## src/rtl/dma_chan_sched_if.sv

```systemverilog
// Channel/core bus bundle for the round-robin DMA channel scheduler.
// master: scheduler side; slave: channel front-end plus dma_core side.
interface dma_chan_sched_if #(
    parameter int NUM_CHAN       = 4,
    parameter int DMA_NUM_DESC   = 8,
    parameter int CHAN_IDX_WIDTH = $clog2(NUM_CHAN)
);
    logic [NUM_CHAN-1:0]              chan_req;
    logic [NUM_CHAN*DMA_NUM_DESC-1:0] chan_desc_mask;
    logic [NUM_CHAN-1:0]              chan_grant;
    logic [NUM_CHAN-1:0]              chan_done;
    logic [NUM_CHAN-1:0]              chan_err;
    logic [1:0]                       chan_err_code;
    logic                             sched_busy;
    logic [CHAN_IDX_WIDTH-1:0]        sched_cur_chan;
    logic [DMA_NUM_DESC-1:0]          core_desc_enable;
    logic                             core_start;
    logic                             core_done;
    logic                             core_err;
    logic [1:0]                       core_err_type;
    logic                             core_err_clr;

    modport master (
        input  chan_req, chan_desc_mask,
        input  core_done, core_err, core_err_type,
        output chan_grant, chan_done, chan_err, chan_err_code,
        output sched_busy, sched_cur_chan,
        output core_desc_enable, core_start, core_err_clr
    );

    modport slave (
        output chan_req, chan_desc_mask,
        output core_done, core_err, core_err_type,
        input  chan_grant, chan_done, chan_err, chan_err_code,
        input  sched_busy, sched_cur_chan,
        input  core_desc_enable, core_start, core_err_clr
    );
endinterface

```

## src/rtl/dma_chan_sched.sv

```systemverilog
// Round-robin scheduler sharing one dma_core between NUM_CHAN channels.
// Optional WAIT watchdog enabled by defining DMA_SCHED_TIMEOUT_EN.
module dma_chan_sched #(
    parameter int NUM_CHAN       = 4,
    parameter int DMA_NUM_DESC   = 8,
    parameter int CHAN_IDX_WIDTH = $clog2(NUM_CHAN)
`ifdef DMA_SCHED_TIMEOUT_EN
    ,
    parameter int TIMEOUT_WIDTH  = 16
`endif
) (
    input  logic             clk,
    input  logic             rst_n,
    dma_chan_sched_if.master bus
);
    typedef enum logic [2:0] {
        S_IDLE,
        S_ARB,
        S_START,
        S_WAIT,
        S_FIN,
        S_ERR
    } state_e;

    state_e state_q, state_d;

    logic [CHAN_IDX_WIDTH-1:0] cur_q, cur_d;
    logic [NUM_CHAN-1:0]       grant_q, grant_d;
    logic [NUM_CHAN-1:0]       done_q, done_d;
    logic [NUM_CHAN-1:0]       err_q, err_d;
    logic [1:0]                code_q, code_d;
    logic [DMA_NUM_DESC-1:0]   desc_q, desc_d;
    logic                      start_q, start_d;
    logic                      clr_q, clr_d;
    logic                      core_done_q, core_done_d;

`ifdef DMA_SCHED_TIMEOUT_EN
    logic [TIMEOUT_WIDTH-1:0]  to_cnt_q, to_cnt_d;
`endif

    logic [DMA_NUM_DESC-1:0]   masks [NUM_CHAN];
    logic [DMA_NUM_DESC-1:0]   win_mask;
    logic [CHAN_IDX_WIDTH-1:0] win;
    logic                      win_vld;
    logic [CHAN_IDX_WIDTH:0]   sum;
    logic                      done_edge;
    logic [1:0]                core_code;

    function automatic logic [NUM_CHAN-1:0] onehot(
        input logic [CHAN_IDX_WIDTH-1:0] idx
    );
        onehot      = '0;
        onehot[idx] = 1'b1;
    endfunction

    always_comb begin
        for (int c = 0; c < NUM_CHAN; c++) begin
            masks[c] = bus.chan_desc_mask[c*DMA_NUM_DESC +: DMA_NUM_DESC];
        end
    end

    // Walk from furthest to nearest so the nearest requester after cur wins.
    always_comb begin
        win     = '0;
        win_vld = 1'b0;
        sum     = '0;
        for (int k = NUM_CHAN; k >= 1; k--) begin
            sum = {1'b0, cur_q} + (CHAN_IDX_WIDTH+1)'(k);
            if (sum >= (CHAN_IDX_WIDTH+1)'(NUM_CHAN)) begin
                sum = sum - (CHAN_IDX_WIDTH+1)'(NUM_CHAN);
            end
            if (bus.chan_req[sum[CHAN_IDX_WIDTH-1:0]]) begin
                win     = sum[CHAN_IDX_WIDTH-1:0];
                win_vld = 1'b1;
            end
        end
    end

    assign win_mask    = masks[win];
    assign core_done_d = bus.core_done;
    assign done_edge   = bus.core_done & ~core_done_q;
    assign core_code   = (bus.core_err_type == 2'b10) ? 2'b10
                                                      : {1'b0, bus.core_err_type[0]};

    always_comb begin
        state_d = state_q;
        cur_d   = cur_q;
        grant_d = grant_q;
        desc_d  = desc_q;
        done_d  = '0;
        err_d   = '0;
        code_d  = 2'b00;
        start_d = 1'b0;
        clr_d   = 1'b0;
`ifdef DMA_SCHED_TIMEOUT_EN
        to_cnt_d = to_cnt_q;
`endif
        unique case (state_q)
            S_IDLE: begin
                if (|bus.chan_req) state_d = S_ARB;
            end
            S_ARB: begin
                if (win_vld) begin
                    cur_d  = win;
                    desc_d = win_mask;
                    if (win_mask == '0) begin
                        state_d = S_ERR;
                        err_d   = onehot(win);
                        code_d  = 2'b10;
                    end else begin
                        state_d = S_START;
                        grant_d = onehot(win);
                        start_d = 1'b1;
                    end
                end else begin
                    state_d = S_IDLE;
                end
            end
            S_START: begin
                state_d = S_WAIT;
`ifdef DMA_SCHED_TIMEOUT_EN
                to_cnt_d = '0;
`endif
            end
            S_WAIT: begin
                if (bus.core_err) begin
                    state_d = S_ERR;
                    err_d   = onehot(cur_q);
                    code_d  = core_code;
                    clr_d   = 1'b1;
                    grant_d = '0;
                    desc_d  = '0;
                end else if (done_edge) begin
                    state_d = S_FIN;
                    done_d  = onehot(cur_q);
                    grant_d = '0;
                    desc_d  = '0;
                end
`ifdef DMA_SCHED_TIMEOUT_EN
                else if (to_cnt_q == '1) begin
                    state_d = S_ERR;
                    err_d   = onehot(cur_q);
                    code_d  = 2'b11;
                    clr_d   = 1'b1;
                    grant_d = '0;
                    desc_d  = '0;
                end else begin
                    to_cnt_d = to_cnt_q + 1'b1;
                end
`endif
            end
            S_FIN:   state_d = S_IDLE;
            S_ERR:   state_d = S_IDLE;
            default: state_d = S_IDLE;
        endcase
    end

    always_ff @(posedge clk or negedge rst_n) begin
        if (!rst_n) begin
            state_q     <= S_IDLE;
            cur_q       <= CHAN_IDX_WIDTH'(NUM_CHAN - 1);
            grant_q     <= '0;
            done_q      <= '0;
            err_q       <= '0;
            code_q      <= 2'b00;
            desc_q      <= '0;
            start_q     <= 1'b0;
            clr_q       <= 1'b0;
            core_done_q <= 1'b0;
        end else begin
            state_q     <= state_d;
            cur_q       <= cur_d;
            grant_q     <= grant_d;
            done_q      <= done_d;
            err_q       <= err_d;
            code_q      <= code_d;
            desc_q      <= desc_d;
            start_q     <= start_d;
            clr_q       <= clr_d;
            core_done_q <= core_done_d;
        end
    end

`ifdef DMA_SCHED_TIMEOUT_EN
    always_ff @(posedge clk or negedge rst_n) begin
        if (!rst_n) begin
            to_cnt_q <= '0;
        end else begin
            to_cnt_q <= to_cnt_d;
        end
    end
`endif

    assign bus.chan_grant       = grant_q;
    assign bus.chan_done        = done_q;
    assign bus.chan_err         = err_q;
    assign bus.chan_err_code    = code_q;
    assign bus.sched_busy       = (state_q != S_IDLE);
    assign bus.sched_cur_chan   = cur_q;
    assign bus.core_desc_enable = desc_q;
    assign bus.core_start       = start_q;
    assign bus.core_err_clr     = clr_q;
endmodule

```

## src/flat_wrapper.sv

```systemverilog
// flat-port wrapper written by rule: the top's interface ports become plain ports
module dma_chan_sched_flat 
#(
    parameter int NUM_CHAN       = 4,
    parameter int DMA_NUM_DESC   = 8,
    parameter int CHAN_IDX_WIDTH = $clog2(NUM_CHAN)

)
  (clk, rst_n, bus_chan_req, bus_chan_desc_mask, bus_core_done, bus_core_err, bus_core_err_type, bus_chan_grant, bus_chan_done, bus_chan_err, bus_chan_err_code, bus_sched_busy, bus_sched_cur_chan, bus_core_desc_enable, bus_core_start, bus_core_err_clr);
  dma_chan_sched_if #(.NUM_CHAN(NUM_CHAN), .DMA_NUM_DESC(DMA_NUM_DESC), .CHAN_IDX_WIDTH(CHAN_IDX_WIDTH)) bus_i ();
  input  logic clk;
  input  logic rst_n;
  input wire logic [$bits(bus_i.chan_req)-1:0] bus_chan_req;
  input wire logic [$bits(bus_i.chan_desc_mask)-1:0] bus_chan_desc_mask;
  input wire logic [$bits(bus_i.core_done)-1:0] bus_core_done;
  input wire logic [$bits(bus_i.core_err)-1:0] bus_core_err;
  input wire logic [$bits(bus_i.core_err_type)-1:0] bus_core_err_type;
  output wire logic [$bits(bus_i.chan_grant)-1:0] bus_chan_grant;
  output wire logic [$bits(bus_i.chan_done)-1:0] bus_chan_done;
  output wire logic [$bits(bus_i.chan_err)-1:0] bus_chan_err;
  output wire logic [$bits(bus_i.chan_err_code)-1:0] bus_chan_err_code;
  output wire logic [$bits(bus_i.sched_busy)-1:0] bus_sched_busy;
  output wire logic [$bits(bus_i.sched_cur_chan)-1:0] bus_sched_cur_chan;
  output wire logic [$bits(bus_i.core_desc_enable)-1:0] bus_core_desc_enable;
  output wire logic [$bits(bus_i.core_start)-1:0] bus_core_start;
  output wire logic [$bits(bus_i.core_err_clr)-1:0] bus_core_err_clr;
  assign bus_i.chan_req = bus_chan_req;
  assign bus_i.chan_desc_mask = bus_chan_desc_mask;
  assign bus_i.core_done = bus_core_done;
  assign bus_i.core_err = bus_core_err;
  assign bus_i.core_err_type = bus_core_err_type;
  assign bus_chan_grant = bus_i.chan_grant;
  assign bus_chan_done = bus_i.chan_done;
  assign bus_chan_err = bus_i.chan_err;
  assign bus_chan_err_code = bus_i.chan_err_code;
  assign bus_sched_busy = bus_i.sched_busy;
  assign bus_sched_cur_chan = bus_i.sched_cur_chan;
  assign bus_core_desc_enable = bus_i.core_desc_enable;
  assign bus_core_start = bus_i.core_start;
  assign bus_core_err_clr = bus_i.core_err_clr;
  dma_chan_sched #(.NUM_CHAN(NUM_CHAN), .DMA_NUM_DESC(DMA_NUM_DESC), .CHAN_IDX_WIDTH(CHAN_IDX_WIDTH)) u_core (.clk(clk), .rst_n(rst_n), .bus(bus_i));
endmodule
```

## config.mk

```make
export PLATFORM = sky130hd
export DESIGN_NAME = dma_chan_sched_flat
export DESIGN_NICKNAME = d
export VERILOG_FILES = /design/src/rtl/dma_chan_sched_if.sv /design/src/rtl/dma_chan_sched.sv /design/src/flat_wrapper.sv
export SDC_FILE = /design/constraint.sdc
export NUM_CORES = 1
export LEC_CHECK = 0
export BUFFER_PORTS_ARGS = -buffer_cell sky130_fd_sc_hd__clkbuf_2
export CORE_ASPECT_RATIO = 0.9
export CORE_UTILIZATION = 42
export DETAILED_ROUTE_END_ITERATION = 8
export PLACE_DENSITY = 0.73
export SYNTH_ARGS = -nofsm -noshare
export SYNTH_HDL_FRONTEND = slang
export SYNTH_SLANG_ARGS = --single-unit
```

## constraint.sdc

```tcl
create_clock -name clk -period 2.8 [get_ports clk]
set_clock_uncertainty 0.05 [all_clocks]
set_input_delay 0.56 -clock clk [delete_from_list [all_inputs] [get_ports clk]]
set_output_delay 0.56 -clock clk [all_outputs]
set_load 0.01 [all_outputs]
```

; Yosys cells after proc, flatten, opt, wreduce, memory -nomap -nowiden
; Cells that the tools add are included.
[classes]
n_addsub = 8
mul = 0
n_div = 0
n_lt_le_gt_ge = 13
eq_ne = 8
shifts = 0
n_mux = 59
bitwise = 3
n_reduce_logical = 11
[ops]
columns = operator, n
row1 = $mux 4, 10
row2 = $mux 8, 5
row3 = $mux 2, 12
row4 = $lt 2x3->1 const B, 6
row5 = $bmux 8 s2, 1
row6 = $pmux 4 s2, 2
row7 = $pmux 8 s2, 1
row8 = $ge 3x3->1 const B, 5
row9 = $mux 1, 15
row10 = $mux 3, 5
row11 = $pmux 3 s4, 1
row12 = $bmux 1 s2, 4
row13 = $logic_not 8->1, 1
row14 = $sub 2x1->2 const B, 4
row15 = $add 2x2->3 const B, 2
row16 = $eq 3x2->1 const B, 2
row17 = $demux 1 s2, 2
row18 = $ge 2x1->1 const B, 2
row19 = $ne 2x1->1 const B, 2
row20 = $pmux 2 s2, 1
row21 = $reduce_and 2->1, 2
row22 = $reduce_and 4->1, 1
row23 = $reduce_or 4->1, 1
row24 = $add 2x1->3 const B, 1
row25 = other kinds (13), 14
[word_totals]
register_bits = 30
latch_bits = 0
ram_bits = 0
romBits = 0
inputBits = 42
out_inout_bits = 27
elab_cells = 112
mem_count = 0

; Longest topological paths before layout
[depth]
word_depth = 17
mapped_depth = 10

; Least setup slack after synthesis
; Ideal clock, no wire load.
[synth_timing]
path_kind = reg2reg
from = register u_core.cur_q[0] (netlist: u_core.bus.sched_cur_chan[0])
to = register u_core.desc_q[0] (netlist: u_core.bus.core_desc_enable[0])
t_arrival_ps = 2504
required_ps = 2608
slack_ps = 104
stages_incl_launch_ff = 11
path_buffers = 3
synth_period_minus_slack_ps = 2696
cell_sequence = dfstp_2 > buf_6 > inv_1 > ha_1 > mux2_2 > a32o_1 > a311oi_1 > buf_4 > buf_8 > mux2i_1 > o221ai_1
[synth_via]
elab_chain_len = 15
word_cells_on_any_way = 40
classes_between = 8 x add/sub / 4 x order compare / 1 x eq/ne / 25 x mux / 1 x bitwise / 1 x reduce/logical
[synth_lines]
columns = element, line_no
row1 = from (decl), dma_chan_sched.sv:27  ; logic [CHAN_IDX_WIDTH-1:0] cur_q, cur_d;
row2 = from (signal assigned), dma_chan_sched.sv:161  ; cur_q <= CHAN_IDX_WIDTH'(NUM_CHAN - 1);
row3 = from (signal assigned), dma_chan_sched.sv:172  ; cur_q <= cur_d;
row4 = $add 2x3->3, dma_chan_sched.sv:68  ; sum = {1'b0, cur_q} + (CHAN_IDX_WIDTH+1)'(k);
row5 = $ge 3x3->1 or $sub 2x1->2 (tied branches), "dma_chan_sched.sv:69, dma_chan_sched.sv:70"
row6 = $mux 2, dma_chan_sched.sv:69  ; if (sum >= (CHAN_IDX_WIDTH+1)'(NUM_CHAN)) begin
row7 = $bmux 1 s2, dma_chan_sched.sv:72  ; if (bus.chan_req[sum[CHAN_IDX_WIDTH-1:0]]) begin
row8 = $mux 1 (not written as such), dma_chan_sched.sv:72
row9 = $mux 2 (4 in a row), dma_chan_sched.sv:72
row10 = $not 2->3 (not written as such), dma_chan_sched.sv:79  ; assign win_mask = masks[win];
row11 = $bmux 8 s2, dma_chan_sched.sv:79
row12 = $mux 8 (not written as such) (2 in a row), dma_chan_sched.sv:79
row13 = $mux 8, dma_chan_sched.sv:103  ; if (win_vld) begin
row14 = $pmux 8 s2, dma_chan_sched.sv:98  ; unique case (state_q)
row15 = to (signal assigned), dma_chan_sched.sv:177  ; desc_q <= desc_d;
row16 = to (decl), dma_chan_sched.sv:32  ; logic [DMA_NUM_DESC-1:0] desc_q, desc_d;
; Parallel ways exist; a longest one is shown, timed or not. The select of a mux whose other input is x is not followed.
; A chain may end at the register's enable or synchronous reset.

; Worst setup path in the final report
[layout_timing]
from = register u_core.cur_q[1] (netlist: u_core.bus.sched_cur_chan[1])
to = register u_core.desc_q[6] (netlist: u_core.bus.core_desc_enable[6])
; The elaborated chain is that of the path after synthesis.

==> Implementation_results.wiki <==
{| class="wikitable"
! Metric !! Value
|-
| Diodes inserted || 0
|-
| Largest fanout on the critical path || 9
|-
| Gate count of the mapped netlist || about 170
|-
| Total length of routed wires || about 4500 um
|-
| Final cycle utilization of the critical path || a little over nine tenths
|-
| Ys async rst share || 100.0%
|-
| Via-per-instance ratio || about 5.5
|-
| P per Cell Area || around 1100 nW/um^2
|-
| Dominant combinational cell family by area after synthesis || compound AO/OA/AOI/OAI gates
|-
| Clock-pin transition on the worst setup and hold timing paths || ~0.07 ns
|-
| Clk Latency, worst-skew pair || between 0.2 and 0.3 ns
|-
| Number of max-capacitance violations reported || 0
|-
| Fillers || 359
|-
| Layout Utilization || between 50 and 60%
|-
| Required @ worst endpoint || a little under 3 ns
|-
| Routed via count || around 1.6k
|-
| Path category of the worst min-delay check || in -> async
|-
| Count of distinct cell types in the synthesized netlist || 46
|-
| Critical register-to-register path startpoint || u_core.bus.sched_cur_chan[1]
|-
| Final setup vio count || 0
|-
| Sequential area share after synthesis || a little over two fifths
|-
| Adder and majority gate portion of the synthesized area || 2.823%
|-
| Net total in the final layout || 294
|-
| Starting density of the core || a little over two fifths
|-
| TritonCTS clock tree || done
|-
| HPWL after detailed placement || around 3300 um
|-
| Number of I/O port buffers || between 60 and 70
|-
| VDD IR-drop max || approximately 0.49 mV
|-
| Violated checks || design-rule violations
|-
| Remaining Overflow, GRT || 0
|-
| First-pass iteration count of the detailed router || 6
|-
| DP Worst Slack || approximately 0.15 ns
|-
| Dominant register cell in the synthesized netlist || sky130_fd_sc_hd__dfrtp_1
|-
| Number of antenna violations at the first check in global routing || 0
|-
| Number of H-tree levels || 2
|-
| Leakage power figure || between 1 and 1.5 nW
|-
| Register bit count reported by yosys || 30
|-
| Hold Fails Final Rpt || 0
|-
| Syn Std Cell Area || about 1800 sq um
|-
| Syn avg cell area || around 10 sq um
|-
| Crit path arrival time || between 2 and 3 ns
|-
| EDFF count, synth || 0
|-
| Share of cell area taken by muxes after synthesis || ~12%
|-
| Post-Route Setup TNS || 0 ns
|-
| Maximum number of pins on one net before global-route repair || 31
|-
| Layout cell share with drive strength beyond 1 || between 40% and 50%
|-
| Net count after synthesis || between 200 and 250
|-
| Area delta synth->final || 35.85%
|-
| Start-to-end type of the worst setup path || reg -> reg
|-
| Syn. warnings || 0
|-
| Wire length of the first global-routing pass || approximately 7400 um
|-
| Outcome || finished with violations
|-
| Share of the synthesized area in compound gates (AO/OA/AOI/OAI) || 19.83%
|-
| Area of the die || 4485 sq um
|-
| Sinks on Clock Net || 30
|-
| Routability congestion estimate from global placement || ~0.84
|-
| Core Area || between 4000 and 5000 sq um
|-
| Synthesized-area fraction occupied by and/or/nand/nor cells || a little under a fifth
|-
| Worst slew margin relative to its limit || a little over 50%
|-
| RSZ-0062 raised after global routing || no
|-
| Root buf cell || sky130_fd_sc_hd__clkbuf_8
|-
| Placement row count || 22
|-
| Minimum setup slack in the final design || around 0.14 ns
|-
| Via count of the first global-routing pass || 1555
|-
| Crit. Startpoint || u_core.bus.sched_cur_chan[1]
|-
| Worst Setup Start Kind || register
|-
| Height of the chip || 63.64 um
|-
| Worst Max-Slew Pin Slew || 0.7343 ns
|-
| Antenna-violating nets left || 0
|-
| DRC violations left || 6
|-
| Min Clock Period, post-route || between 2 and 3 ns
|-
| Fmax || about 0.38 GHz
|-
| DIE WIDTH || between 70 and 80 um
|-
| Boundary pin count || between 60 and 70
|-
| Aggregate global-route resource usage || 21.46%
|-
| Routed length per placed instance || 15.02 um
|-
| Number of DRC markers after the initial detailed-route iteration || between 90 and 100
|-
| Total CTS buffers || 5
|-
| CTS Buffer Depth || 2
|-
| CP endpoint kind || register
|-
| Pins over their slew limit || 0
|-
| Xor and xnor fraction of the mapped netlist area || 0%
|}
-- worst paths after layout --
| path | slack, ns | cells after the start | end |
|---|---|---|---|
| max | 0.14 | 9 | u_core.bus.core_desc_enable[6] |
| min | 0.28 | 1 | u_core.state_q[2] |
| max reg2reg | 0.14 | 9 | u_core.bus.core_desc_enable[6] |
| min reg2reg | 0.44 | 2 | u_core.bus.core_desc_enable[1] |
| max in group asynchronous | 1.96 | 1 | u_core.bus.core_start |
| min in group clk | 0.34 | 1 | u_core.core_done_q |
-- area by class of cell --
type | instances | area, sq um | area share (%)
tap | 48 | 60.06 | 2.494
clock inverter | 2 | 60.06 | 2.494
clock buffer | 6 | 82.58 | 3.429
sequential | 30 | 753.2 | 31.27
multi-input combinational | 130 | 989.7 | 41.09
inverter | 6 | 22.52 | 0.9351
timing repair buffer | 75 | 440.4 | 18.29
-- per-layer routing --
layer  vias up  share of wire, %  wire, um  global-route usage (%)
met5         -                 0         0                       0
met3         5               5.7       255                   6.400
met1       778                47      2083                   28.05
met2        61                46      2074                   34.10
met4         0               1.1        48                   6.633
li1        802                 -         -                       -
-- worst max-delay path, stage by stage (launching register included) --
cell	delay, ns
sky130_fd_sc_hd__dfstp_2	0.53
sky130_fd_sc_hd__inv_1	0.11
sky130_fd_sc_hd__ha_4	0.32
sky130_fd_sc_hd__mux2_2	0.33
sky130_fd_sc_hd__a32o_1	0.24
sky130_fd_sc_hd__a311oi_4	0.25
sky130_fd_sc_hd__buf_4	0.20
sky130_fd_sc_hd__clkbuf_16	0.17
sky130_fd_sc_hd__mux2i_1	0.19
sky130_fd_sc_hd__o221ai_1	0.13
-- flip-flops by register name (all words and copies together), names as in the netlist --
| signal | cells |
|---|---|
| u_core.bus.sched_cur_chan | 2 |
| u_core.bus.chan_grant | 4 |
| u_core.bus.chan_err | 4 |
| u_core.core_done_q | 1 |
| u_core.bus.core_err_clr | 1 |
| u_core.bus.core_start | 1 |
| u_core.bus.chan_done | 4 |
| u_core.state_q | 3 |
| u_core.bus.chan_err_code | 2 |
| u_core.bus.core_desc_enable | 8 |
-- power breakdown --
part | internal, W | switching (W) | total [W] | leakage, nW
Combinational | 0.000690 | 0.000765 | 0.00145 | 0.739
Sequential | 0.000575 | 0.0000790 | 0.000654 | 0.390
Clock | 0.000379 | 0.000169 | 0.000549 | 0.0714
-- layout by cell type (no fill, tap or decap), drive strengths merged, types with 2 or more instances in the layout --
master and n:
a311oi 2, dfrtp 28, o221ai 8, buf 5
a21o 2, nand2b 2, o21ai 11, nor2b 3
a32o 3, nand3 2, a31oi 3, nor2 6
mux2i 18, mux2 3, a22o 2, ha 4
and3 2, nor4 8, dfstp 2, a21oi 2
clkbuf 76, and2 6, nand2 27, inv 6
bufinv 2, a22oi 2
-- synthesized netlist by cell type (2+ instances only) --
master / n / area share (%)
sky130_fd_sc_hd__dfrtp_1: 28 / 40
sky130_fd_sc_hd__nand2_1: 26 / 5.5
sky130_fd_sc_hd__mux2i_1: 18 / 10
sky130_fd_sc_hd__o21ai_0: 11 / 3.1
sky130_fd_sc_hd__nor4_1: 8 / 2.8
sky130_fd_sc_hd__o221ai_1: 8 / 4.0
sky130_fd_sc_hd__and2_1: 6 / 2.1
sky130_fd_sc_hd__inv_1: 6 / 1.3
sky130_fd_sc_hd__nor2_1: 6 / 1.3
sky130_fd_sc_hd__ha_1: 4 / 2.8
sky130_fd_sc_hd__a31oi_1: 3 / 1.1
sky130_fd_sc_hd__clkbuf_1: 3 / 0.64
sky130_fd_sc_hd__nor2b_1: 3 / 1.1
sky130_fd_sc_hd__a22o_1: 2 / 0.99
sky130_fd_sc_hd__a22oi_1: 2 / 0.85
sky130_fd_sc_hd__a311oi_1: 2 / 0.99
sky130_fd_sc_hd__a32o_1: 2 / 1.1
sky130_fd_sc_hd__and3_1: 2 / 0.71
sky130_fd_sc_hd__dfstp_2: 2 / 3.0
sky130_fd_sc_hd__mux2_4: 2 / 1.7
sky130_fd_sc_hd__nand2b_1: 2 / 0.71
sky130_fd_sc_hd__nand3_1: 2 / 0.56
-- kinds of logic (layout without fill, tap and decap cells) --
| logic type | count (synthesis) | in the layout |
|---|---|---|
| muxes | 21 | 21 |
| buffers and inverters | 12 | 89 |
| AOI/OAI and AO/OA | 43 | 43 |
| DFF | 30 | 30 |
| adders and majority gates | 4 | 4 |
| and+or+nand+nor | 62 | 62 |
-- metrics by stage --
step,cell area [sq um],hold slack [ns],instances,total power [W]
finish,2409,0.2786,297,0.002658
global route,2409,0.3364,297,0.002836
CTS,2331,0.2982,294,0.002492
detailed placement,2188,0.4224,286,0.001940
global placement,2188,0.4290,286,0.001914
floorplan,1773,0.2144,172,0.001563
-- what timing repair did --
action | CTS | global route
endpoints found under the setup margin | 0 | 4
setup buffers | 0 | 1
hold buffers | 0 | 0
gates resized for setup | 0 | 4
Note: power is estimated with default switching activity, not from simulation.
